$ cat config.mk
export PLATFORM = sky130hd
export DESIGN_NAME = motoro3_ramp_ctrl
export DESIGN_NICKNAME = d
export VERILOG_FILES = /design/src/rtl/motoro3_pkg.sv /design/src/rtl/motoro3_ramp_step.sv /design/src/rtl/motoro3_ramp_ctrl.sv
export SDC_FILE = /design/constraint.sdc
export NUM_CORES = 1
export LEC_CHECK = 0
export ABC_CLOCK_PERIOD_IN_PS = 4950
export CORE_MARGIN = 10
export CORE_UTILIZATION = 55
export DETAILED_ROUTE_END_ITERATION = 16
export HOLD_SLACK_MARGIN = 0.15
export PLACE_DENSITY = 0.75
export SLEW_MARGIN = 30
export SYNTH_ARGS = -nofsm -noshare
export SYNTH_HDL_FRONTEND = slang
export SYNTH_SLANG_ARGS = --single-unit
$ cat constraint.sdc
create_clock -name clk -period 4.95 [get_ports clk]
set_clock_uncertainty 0.15 [all_clocks]
set_input_delay 0.7425 -clock clk [delete_from_list [all_inputs] [get_ports clk]]
set_output_delay 0.7425 -clock clk [all_outputs]
set_load 0.02 [all_outputs]
$ cat src/rtl/motoro3_pkg.sv
// Shared definitions for the motoro3 ramp sequencer: state codes, the period floor
// and the start-period default, which is chosen by whether the code is synthesised or simulated.
package motoro3_pkg;

    typedef enum logic [2:0] {
        ST_IDLE  = 3'd0,
        ST_ALIGN = 3'd1,
        ST_RAMP  = 3'd2,
        ST_RUN   = 3'd3,
        ST_BRAKE = 3'd4
    } state_t;

    localparam logic [24:0] MIN_PERIOD         = 25'd1_667;
    localparam logic [24:0] START_PERIOD_SYNTH = 25'd1_666_667;
    localparam logic [24:0] START_PERIOD_SIM   = 25'd20_000;

`ifdef SYNTHESIS
    localparam logic [24:0] START_PERIOD_DFLT  = START_PERIOD_SYNTH;
`else
    localparam logic [24:0] START_PERIOD_DFLT  = START_PERIOD_SIM;
`endif

endpackage

$ cat src/rtl/motoro3_ramp_step.sv
// Combinational saturating step of 'now' toward 'tgt' by at most 'step'.
module motoro3_ramp_step #(
    parameter int unsigned W = 8
) (
    input  logic [W-1:0] now,
    input  logic [W-1:0] tgt,
    input  logic [W-1:0] step,
    output logic [W-1:0] next
);

    // Distance is tested before the add/subtract, so neither direction can wrap.
    always_comb begin
        next = now;
        if (now > tgt) begin
            next = (now - tgt < step) ? tgt : now - step;
        end else if (now < tgt) begin
            next = (tgt - now < step) ? tgt : now + step;
        end
    end

endmodule

$ cat src/rtl/motoro3_ramp_ctrl.sv
// Soft-start sequencer: align the rotor, ramp period and power toward their targets
// one step per commutation, hold at speed, and brake on stop.
module motoro3_ramp_ctrl
    import motoro3_pkg::*;
#(
    parameter logic [23:0] ALIGN_CLKS   = 24'd2_000_000,
    parameter logic [7:0]  ALIGN_POWER  = 8'h08,
    parameter logic [24:0] START_PERIOD = START_PERIOD_DFLT,
    parameter logic [24:0] RAMP_STEP    = 25'd1_000,
    parameter logic [23:0] BRAKE_CLKS   = 24'd1_000_000
) (
    input  logic        clk,
    input  logic        nRst,
    input  logic [24:0] m3r_stepCNT_speedSET,
    input  logic [7:0]  m3r_power_percent,
    input  logic        m3c_start,
    input  logic        m3c_stepTick,
    output logic [24:0] m3c_stepCNT_now,
    output logic [7:0]  m3c_power_now,
    output logic        m3c_runEn,
    output logic        m3c_alignEn,
    output logic        m3c_atSpeed,
    output logic [2:0]  m3c_state
);

    state_t      state;
    logic [23:0] cnt;
    logic [24:0] per_tgt;
    logic [24:0] per_next;
    logic [7:0]  pow_tgt;
    logic [7:0]  pow_next;
    logic        on_target;

    always_comb begin
        per_tgt   = (m3r_stepCNT_speedSET < MIN_PERIOD) ? MIN_PERIOD : m3r_stepCNT_speedSET;
        pow_tgt   = (m3r_power_percent == 8'd0) ? 8'd1 : m3r_power_percent;
        on_target = (m3c_stepCNT_now == per_tgt) && (m3c_power_now == pow_tgt);
    end

    motoro3_ramp_step #(.W(25)) u_per_step (
        .now  (m3c_stepCNT_now),
        .tgt  (per_tgt),
        .step (RAMP_STEP),
        .next (per_next)
    );

    motoro3_ramp_step #(.W(8)) u_pow_step (
        .now  (m3c_power_now),
        .tgt  (pow_tgt),
        .step (8'd1),
        .next (pow_next)
    );

    assign m3c_state = state;

    always_ff @(posedge clk or negedge nRst) begin
        if (!nRst) begin
            state           <= ST_IDLE;
            cnt             <= '0;
            m3c_stepCNT_now <= START_PERIOD;
            m3c_power_now   <= '0;
            m3c_runEn       <= 1'b0;
            m3c_alignEn     <= 1'b0;
            m3c_atSpeed     <= 1'b0;
        end else if (!m3c_start && (state inside {ST_ALIGN, ST_RAMP, ST_RUN})) begin
            // Stop wins over any same-cycle tick; the period is left where it was.
            state         <= ST_BRAKE;
            cnt           <= BRAKE_CLKS - 24'd1;
            m3c_power_now <= '0;
            m3c_runEn     <= 1'b0;
            m3c_alignEn   <= 1'b0;
            m3c_atSpeed   <= 1'b0;
        end else begin
            case (state)
                ST_IDLE: begin
                    if (m3c_start) begin
                        state         <= ST_ALIGN;
                        cnt           <= ALIGN_CLKS - 24'd1;
                        m3c_power_now <= ALIGN_POWER;
                        m3c_alignEn   <= 1'b1;
                    end
                end
                ST_ALIGN: begin
                    if (cnt == '0) begin
                        state           <= ST_RAMP;
                        m3c_alignEn     <= 1'b0;
                        m3c_runEn       <= 1'b1;
                        m3c_stepCNT_now <= START_PERIOD;
                    end else begin
                        cnt <= cnt - 24'd1;
                    end
                end
                ST_RAMP: begin
                    if (on_target) begin
                        state       <= ST_RUN;
                        m3c_atSpeed <= 1'b1;
                    end else if (m3c_stepTick) begin
                        m3c_stepCNT_now <= per_next;
                        m3c_power_now   <= pow_next;
                    end
                end
                ST_RUN: begin
                    if (!on_target) begin
                        state       <= ST_RAMP;
                        m3c_atSpeed <= 1'b0;
                    end
                end
                ST_BRAKE: begin
                    if (cnt == '0) begin
                        state           <= ST_IDLE;
                        m3c_stepCNT_now <= START_PERIOD;
                    end else begin
                        cnt <= cnt - 24'd1;
                    end
                end
                default: state <= ST_IDLE;
            endcase
        end
    end

endmodule

### Word-level counts from Yosys, hierarchy flattened

Cells that the tools add are included.

* equal/unequal tests: 19
* add/subtract/negate cells: 9
* reductions and logical operators: 22
* muxes and demuxes: 41
* bitwise gates (word level): 1
* order comparisons: 9

Operator list (number)
* $mux 25: 8
* $mux 24: 3
* $mux 8: 9
* $lt 25x10->1 const B: 2
* $pmux 25 s2: 1
* $sub 25x25->25: 2
* $pmux 24 s2: 1
* $add 25x10->25 const B: 1
* $eq 25x25->1: 1
* $gt 25x25->1: 1
* $lt 25x11->1 const B: 1
* $lt 25x25->1: 1
* $sub 25x10->25 const B: 1
* $logic_not 24->1: 1
* $sub 24x1->24 const B: 1
* $mux 3: 6
* $lt 8x1->1 const B: 2
* $pmux 8 s2: 1
* $sub 8x8->8: 2
* $pmux 3 s5: 1
* $reduce_bool 3->1: 5
* $ne 3x2->1 const B: 4
* $reduce_and 5->1: 2
* $mux 1: 9
* other kinds (24): 35

* input bits: 37
* output and inout port bits: 39
* bits in registers: 63
* word-level logic and storage cells: 108

### Logic depth before layout (Yosys ltp)

* depth after elaboration: 11
* mapped depth: 21

### Hierarchy

A second synthesis with hierarchy kept.

* cells, all modules: 1799
* area total of the unflattened synthesis: 13160.1 sq um

Modules (own cells, without submodules)
* motoro3_ramp_step at u_per_step: seq. area each 0.0 sq um, area an instance 7161.9 sq um, instances 1, cells an instance 1067
* motoro3_ramp_ctrl: seq. area each 1592.8 sq um, area an instance 4097.7 sq um, instances 1, cells an instance 473
* motoro3_ramp_step at u_pow_step: seq. area each 0.0 sq um, area an instance 1900.6 sq um, instances 1, cells an instance 259

### Worst setup path before layout

Ideal clock, no wire load.

* kind: input-to-reg
* start: input m3r_stepCNT_speedSET[23]
* end: register m3c_stepCNT_now[7]
* stages: 19
* slack: -124 ps
* buffers on the path: 3
* library setup time: 126 ps
* data required time: 4674 ps
* arrival time: 4798 ps
* cells stage by stage: nor4_2 and4_1 buf_4 nand2b_1 nand2_1 ha_1 buf_2 and2_4 a311oi_2 a211oi_1 or3_4 mux2_4 a211o_1 nor4_4 nand2_4 o21ai_4 buf_6 a21oi_1 a221o_1

* cells in the longest elaborated chain, start to end: 10

RTL lines
* from (decl): RTL line motoro3_ramp_ctrl.sv:14 `input logic [24:0] m3r_stepCNT_speedSET,`
* $lt 25x11->1: RTL line motoro3_ramp_ctrl.sv:35 `per_tgt = (m3r_stepCNT_speedSET < MIN_PERIOD) ? MIN_PERIOD : m3r_stepCNT_speedSET;`
* $mux 25 (*): RTL line motoro3_ramp_ctrl.sv:35
* $sub 25x25->25: RTL line motoro3_ramp_step.sv:17 `next = (tgt - now < step) ? tgt : now + step;`
* $lt 25x10->1: RTL line motoro3_ramp_step.sv:17
* $mux 25: RTL line motoro3_ramp_step.sv:17
* $mux 25: RTL line motoro3_ramp_step.sv:16 `end else if (now < tgt) begin`
* $mux 25: RTL line motoro3_ramp_step.sv:14 `if (now > tgt) begin`
* $mux 25: RTL line motoro3_ramp_ctrl.sv:97 `end else if (m3c_stepTick) begin`
* $mux 25: RTL line motoro3_ramp_ctrl.sv:94 `if (on_target) begin`
* $pmux 25 s2: RTL line motoro3_ramp_ctrl.sv:74 `case (state)`
* to (signal assigned): RTL line motoro3_ramp_ctrl.sv:98 `m3c_stepCNT_now <= per_next;`
* to (decl): RTL line motoro3_ramp_ctrl.sv:18 `output logic [24:0] m3c_stepCNT_now,`

Mark *: on every way between the ends. The rest lies on a longest branch, timed or not. The select of a mux whose other input is x is not followed.
A chain may end at the register's enable or synchronous reset.

### Final worst setup path

* start: input m3r_stepCNT_speedSET[3]
* end: register m3c_stepCNT_now[10]

The elaborated chain is that of the path after synthesis.

==> results.txt <==
----------------------------------------------------
[Setup path]
  Arrival time of the worst setup path ... about 5200 ps
  Required time at the endpoint of the critical path ... 5060 ps
  Worst Setup Path Type ... in -> reg
  Nature of the critical path endpoint ... register
  Kind of start point of the critical path ... input pin
  Flop-to-flop setup slack ... 360 ps
  Peak fanout along the critical path ... 7
  Worst Reg-to-Reg Cells ... 16

[Synthesis]
  Net Count, Synth ... 1334
  Number of synthesized flops with an enable pin ... 0
  Post-synthesis register bit count ... 63
  Area of the mapped netlist ... a little under 9000 um2
  Unique cell type count in the Yosys netlist ... between 90 and 100
  Seq/Total Area, Yosys ... 18.0%
  Post-Synthesis Cells ... between 1k and 1.5k
  Post-synthesis async set-or-reset flop share ... 100%
  Synthesis Warnings ... 0
  Mean post-synth cell area ... 7.22 um2
  Ys flop type ... sky130_fd_sc_hd__dfrtp_1

[STA]
  Share of the cycle needed by the critical path after routing ... 103%
  Final Critical Period ... 5110 ps
  Number of endpoints failing setup at the final stage ... 13
  Final slew viol count ... 0
  Tightest Pin Transition ... just under 800 ps
  Worst-case headroom to the max-slew limit ... a little under half
  Worst Setup Slack, final ... -155 ps
  Max frequency ... 0.196 GHz
  Sum of negative setup slack ... -757 ps
  Fin. Hold Viols ... 0
  Setup repair after global routing missed its margin ... yes

[Global route]
  Overall routing resource usage ... a little under a third
  Largest net degree at the start of global routing ... 35
  First-pass GRT wire length ... roughly 57000 um
  Number of antenna violations at the first check in global routing ... 0
  Number of global-route vias before repair ... 10.8k
  Remaining global-route overflow ... 0

[Die]
  Die X-Extent ... 147 um
  Total Die Area ... between 20000 and 25000 um2
  Initial standard-cell utilization of the core ... 56.0%
  I/O pin cnt ... 76
  Die H ... 147 um
  Floorplan core area ... ~16000 um2
  Count of standard-cell rows ... 46

[Run]
  Max-capacitance violation count ... 0

[Detailed routing]
  WL/cell ... 22.0 um
  WL final ... between 30000 and 40000 um
  Total number of vias ... ~12k
  Count of routing violations after the opening detailed-route iteration ... roughly 1.5k
  Antenna Violating Nets Remaining ... 0
  Via count normalized by instance count ... 6.66
  DRC viols ... 0
  Drt pass-1 iters ... 6

[Clocking]
  Max Buffers Root-to-Sink ... 2
  Level count of the clock H-tree ... 3
  Number of clock sinks seen by CTS ... 63
  Clock tree from TritonCTS ... yes
  Clock transition at path regs ... 50 ps
  Hold-fix buffers at CTS ... 0
  Clk_lat worst skew ... 340 ps
  TritonCTS Buffers ... 9
  Library cell used as clock root buffer ... sky130_fd_sc_hd__clkbuf_16

[Hold path]
  Worst hold-check path type ... in -> async

[Final layout]
  Total Nets Final ... 1620
  Most common cell after layout, fill and taps aside ... sky130_fd_sc_hd__buf_4
  Number of inserted filler cells in the final layout ... 1068
  Layout cell share with drive strength beyond 1 ... between 20% and 30%
  Top library cells by usage in the layout, fill and taps aside ... 259 x sky130_fd_sc_hd__buf_4, 101 x sky130_fd_sc_hd__nor2_1, 100 x sky130_fd_sc_hd__nand2_1
  Syn-to-layout area delta ... 43.0%
  Final antenna diode count ... 0

[Pwr]
  Cell Pwr Density ... 185 nW/um2
  Power Total ... 2.35 mW
  Peak supply drop ... 0.000299 V
  Pleak ... 5.56 nW

[Place]
  Count of input and output buffers ... 75
  Routability cong. ... 1.02
  Worst slack at placement ... -1110 ps
  Detailed-placement wirelength estimate ... 27300 um

[Outcome]
  Failing checks ... setup timing
  Status ... complete, but fails checks

----------------------------------------------------
routing by layer:
layer,global-route usage (%),vias to the layer above,part of all wire [%]
met5,0,-,0
met2,52.1,841,45
met3,4.55,242,9.7
li1,-,5124,-
met1,39.9,5363,38
met4,15.9,0,7.1
layout make-up:
cell class	count	area [um2]	area share [%]
flip-flops and latches	63	1590	12.6
well taps	216	270	2.13
clock inverters	4	28.8	0.227
repair buffers	352	2880	22.7
multi-input cells	1004	7320	57.7
inverters	85	319	2.52
clock buffers	12	267	2.10
cells in the mapped netlist, types with 14 or more instances:
| library cell | n | share of area (%) |
|---|---|---|
| sky130_fd_sc_hd__dfrtp_1 | 50 | 14 |
| sky130_fd_sc_hd__clkbuf_1 | 62 | 2.6 |
| sky130_fd_sc_hd__nor2b_1 | 15 | 1.1 |
| sky130_fd_sc_hd__nor4_1 | 23 | 1.6 |
| sky130_fd_sc_hd__a211oi_1 | 20 | 1.7 |
| sky130_fd_sc_hd__a21oi_1 | 93 | 5.2 |
| sky130_fd_sc_hd__nor2_1 | 107 | 4.5 |
| sky130_fd_sc_hd__xnor2_1 | 38 | 3.8 |
| sky130_fd_sc_hd__nand2_1 | 112 | 4.7 |
| sky130_fd_sc_hd__inv_1 | 85 | 3.6 |
| sky130_fd_sc_hd__nand3_1 | 37 | 2.1 |
| sky130_fd_sc_hd__o211ai_1 | 20 | 1.7 |
| sky130_fd_sc_hd__o21ai_0 | 81 | 4.6 |
| sky130_fd_sc_hd__ha_1 | 67 | 9.4 |
| sky130_fd_sc_hd__nand4_1 | 21 | 1.5 |
| sky130_fd_sc_hd__a21o_1 | 27 | 2.3 |
| sky130_fd_sc_hd__nor3_1 | 44 | 2.5 |
| sky130_fd_sc_hd__xor2_1 | 14 | 1.4 |
through the flow:
step	instances	util (%)	cell area, um2	hold WS [ps]
after floorplan	1229	-	8890	297
after global placement	1669	71.4	11300	333
after detailed placement	1669	71.4	11300	335
after CTS	1710	76.9	12200	334
after global routing	1736	80.1	12700	364
final	1736	80.1	12700	328
final timing paths:
check                                       to                     from
max in group asynchronous  m3c_stepCNT_now[14]                     nRst
max reg2reg                m3c_stepCNT_now[10]      m3c_stepCNT_now[14]
max                        m3c_stepCNT_now[10]  m3r_stepCNT_speedSET[3]
min                           m3c_power_now[0]                     nRst
min in group clk                     m3c_runEn                m3c_runEn
min reg2reg                          m3c_runEn                m3c_runEn
report_power, final:
part	total, mW	internal [mW]	switching, mW	leakage (nW)
Combinational	1.07	0.451	0.621	4.69
Clock	0.622	0.380	0.242	0.141
Sequential	0.657	0.576	0.0803	0.731
what timing repair did:
item,in CTS,in global routing
gates resized for setup,99,105
pin swaps,38,60
setup buffers,25,26
endpoints found under the setup margin,33,28
gates cloned,0,0
state kept, by name, indices dropped and copies added (netlist names):
register	cells
m3c_stepCNT_now	25
cnt	24
m3c_power_now	8
m3c_state	3
m3c_alignEn	1
m3c_atSpeed	1
m3c_runEn	1
logic make-up (layout without fill, tap and decap cells):
| logic type | after synthesis | count (layout) | share of synthesized area, % |
|---|---|---|---|
| AOI/OAI and AO/OA | 407 | 407 | 31.4 |
| xor gates and xnor gates | 52 | 52 | 5.13 |
| adders and majority gates | 68 | 68 | 9.68 |
| buffers and inverters | 162 | 453 | 7.08 |
| DFF | 63 | 63 | 18.0 |
| muxes | 17 | 17 | 2.02 |
| and+or+nand+nor | 460 | 460 | 26.7 |
worst max-delay path, stage by stage:
cell and delay [ps]:
sky130_fd_sc_hd__clkdlybuf4s15_1 220, sky130_fd_sc_hd__nor4_2 390, sky130_fd_sc_hd__a21oi_2 130, sky130_fd_sc_hd__nand2b_4 210, sky130_fd_sc_hd__nand2_4 90, sky130_fd_sc_hd__inv_2 40, sky130_fd_sc_hd__ha_4 280, sky130_fd_sc_hd__buf_6 120
sky130_fd_sc_hd__buf_4 140, sky130_fd_sc_hd__nand4_1 160, sky130_fd_sc_hd__nor3_2 200, sky130_fd_sc_hd__a21o_1 160, sky130_fd_sc_hd__o41ai_1 70, sky130_fd_sc_hd__or4_1 580, sky130_fd_sc_hd__nor4_4 340, sky130_fd_sc_hd__nor4_4 130
sky130_fd_sc_hd__buf_4 180, sky130_fd_sc_hd__nand3_4 90, sky130_fd_sc_hd__o21ai_4 70, sky130_fd_sc_hd__buf_6 130, sky130_fd_sc_hd__buf_4 130, sky130_fd_sc_hd__a21o_1 220, sky130_fd_sc_hd__o32a_1 360
Note: power is estimated with default switching activity, not from simulation.
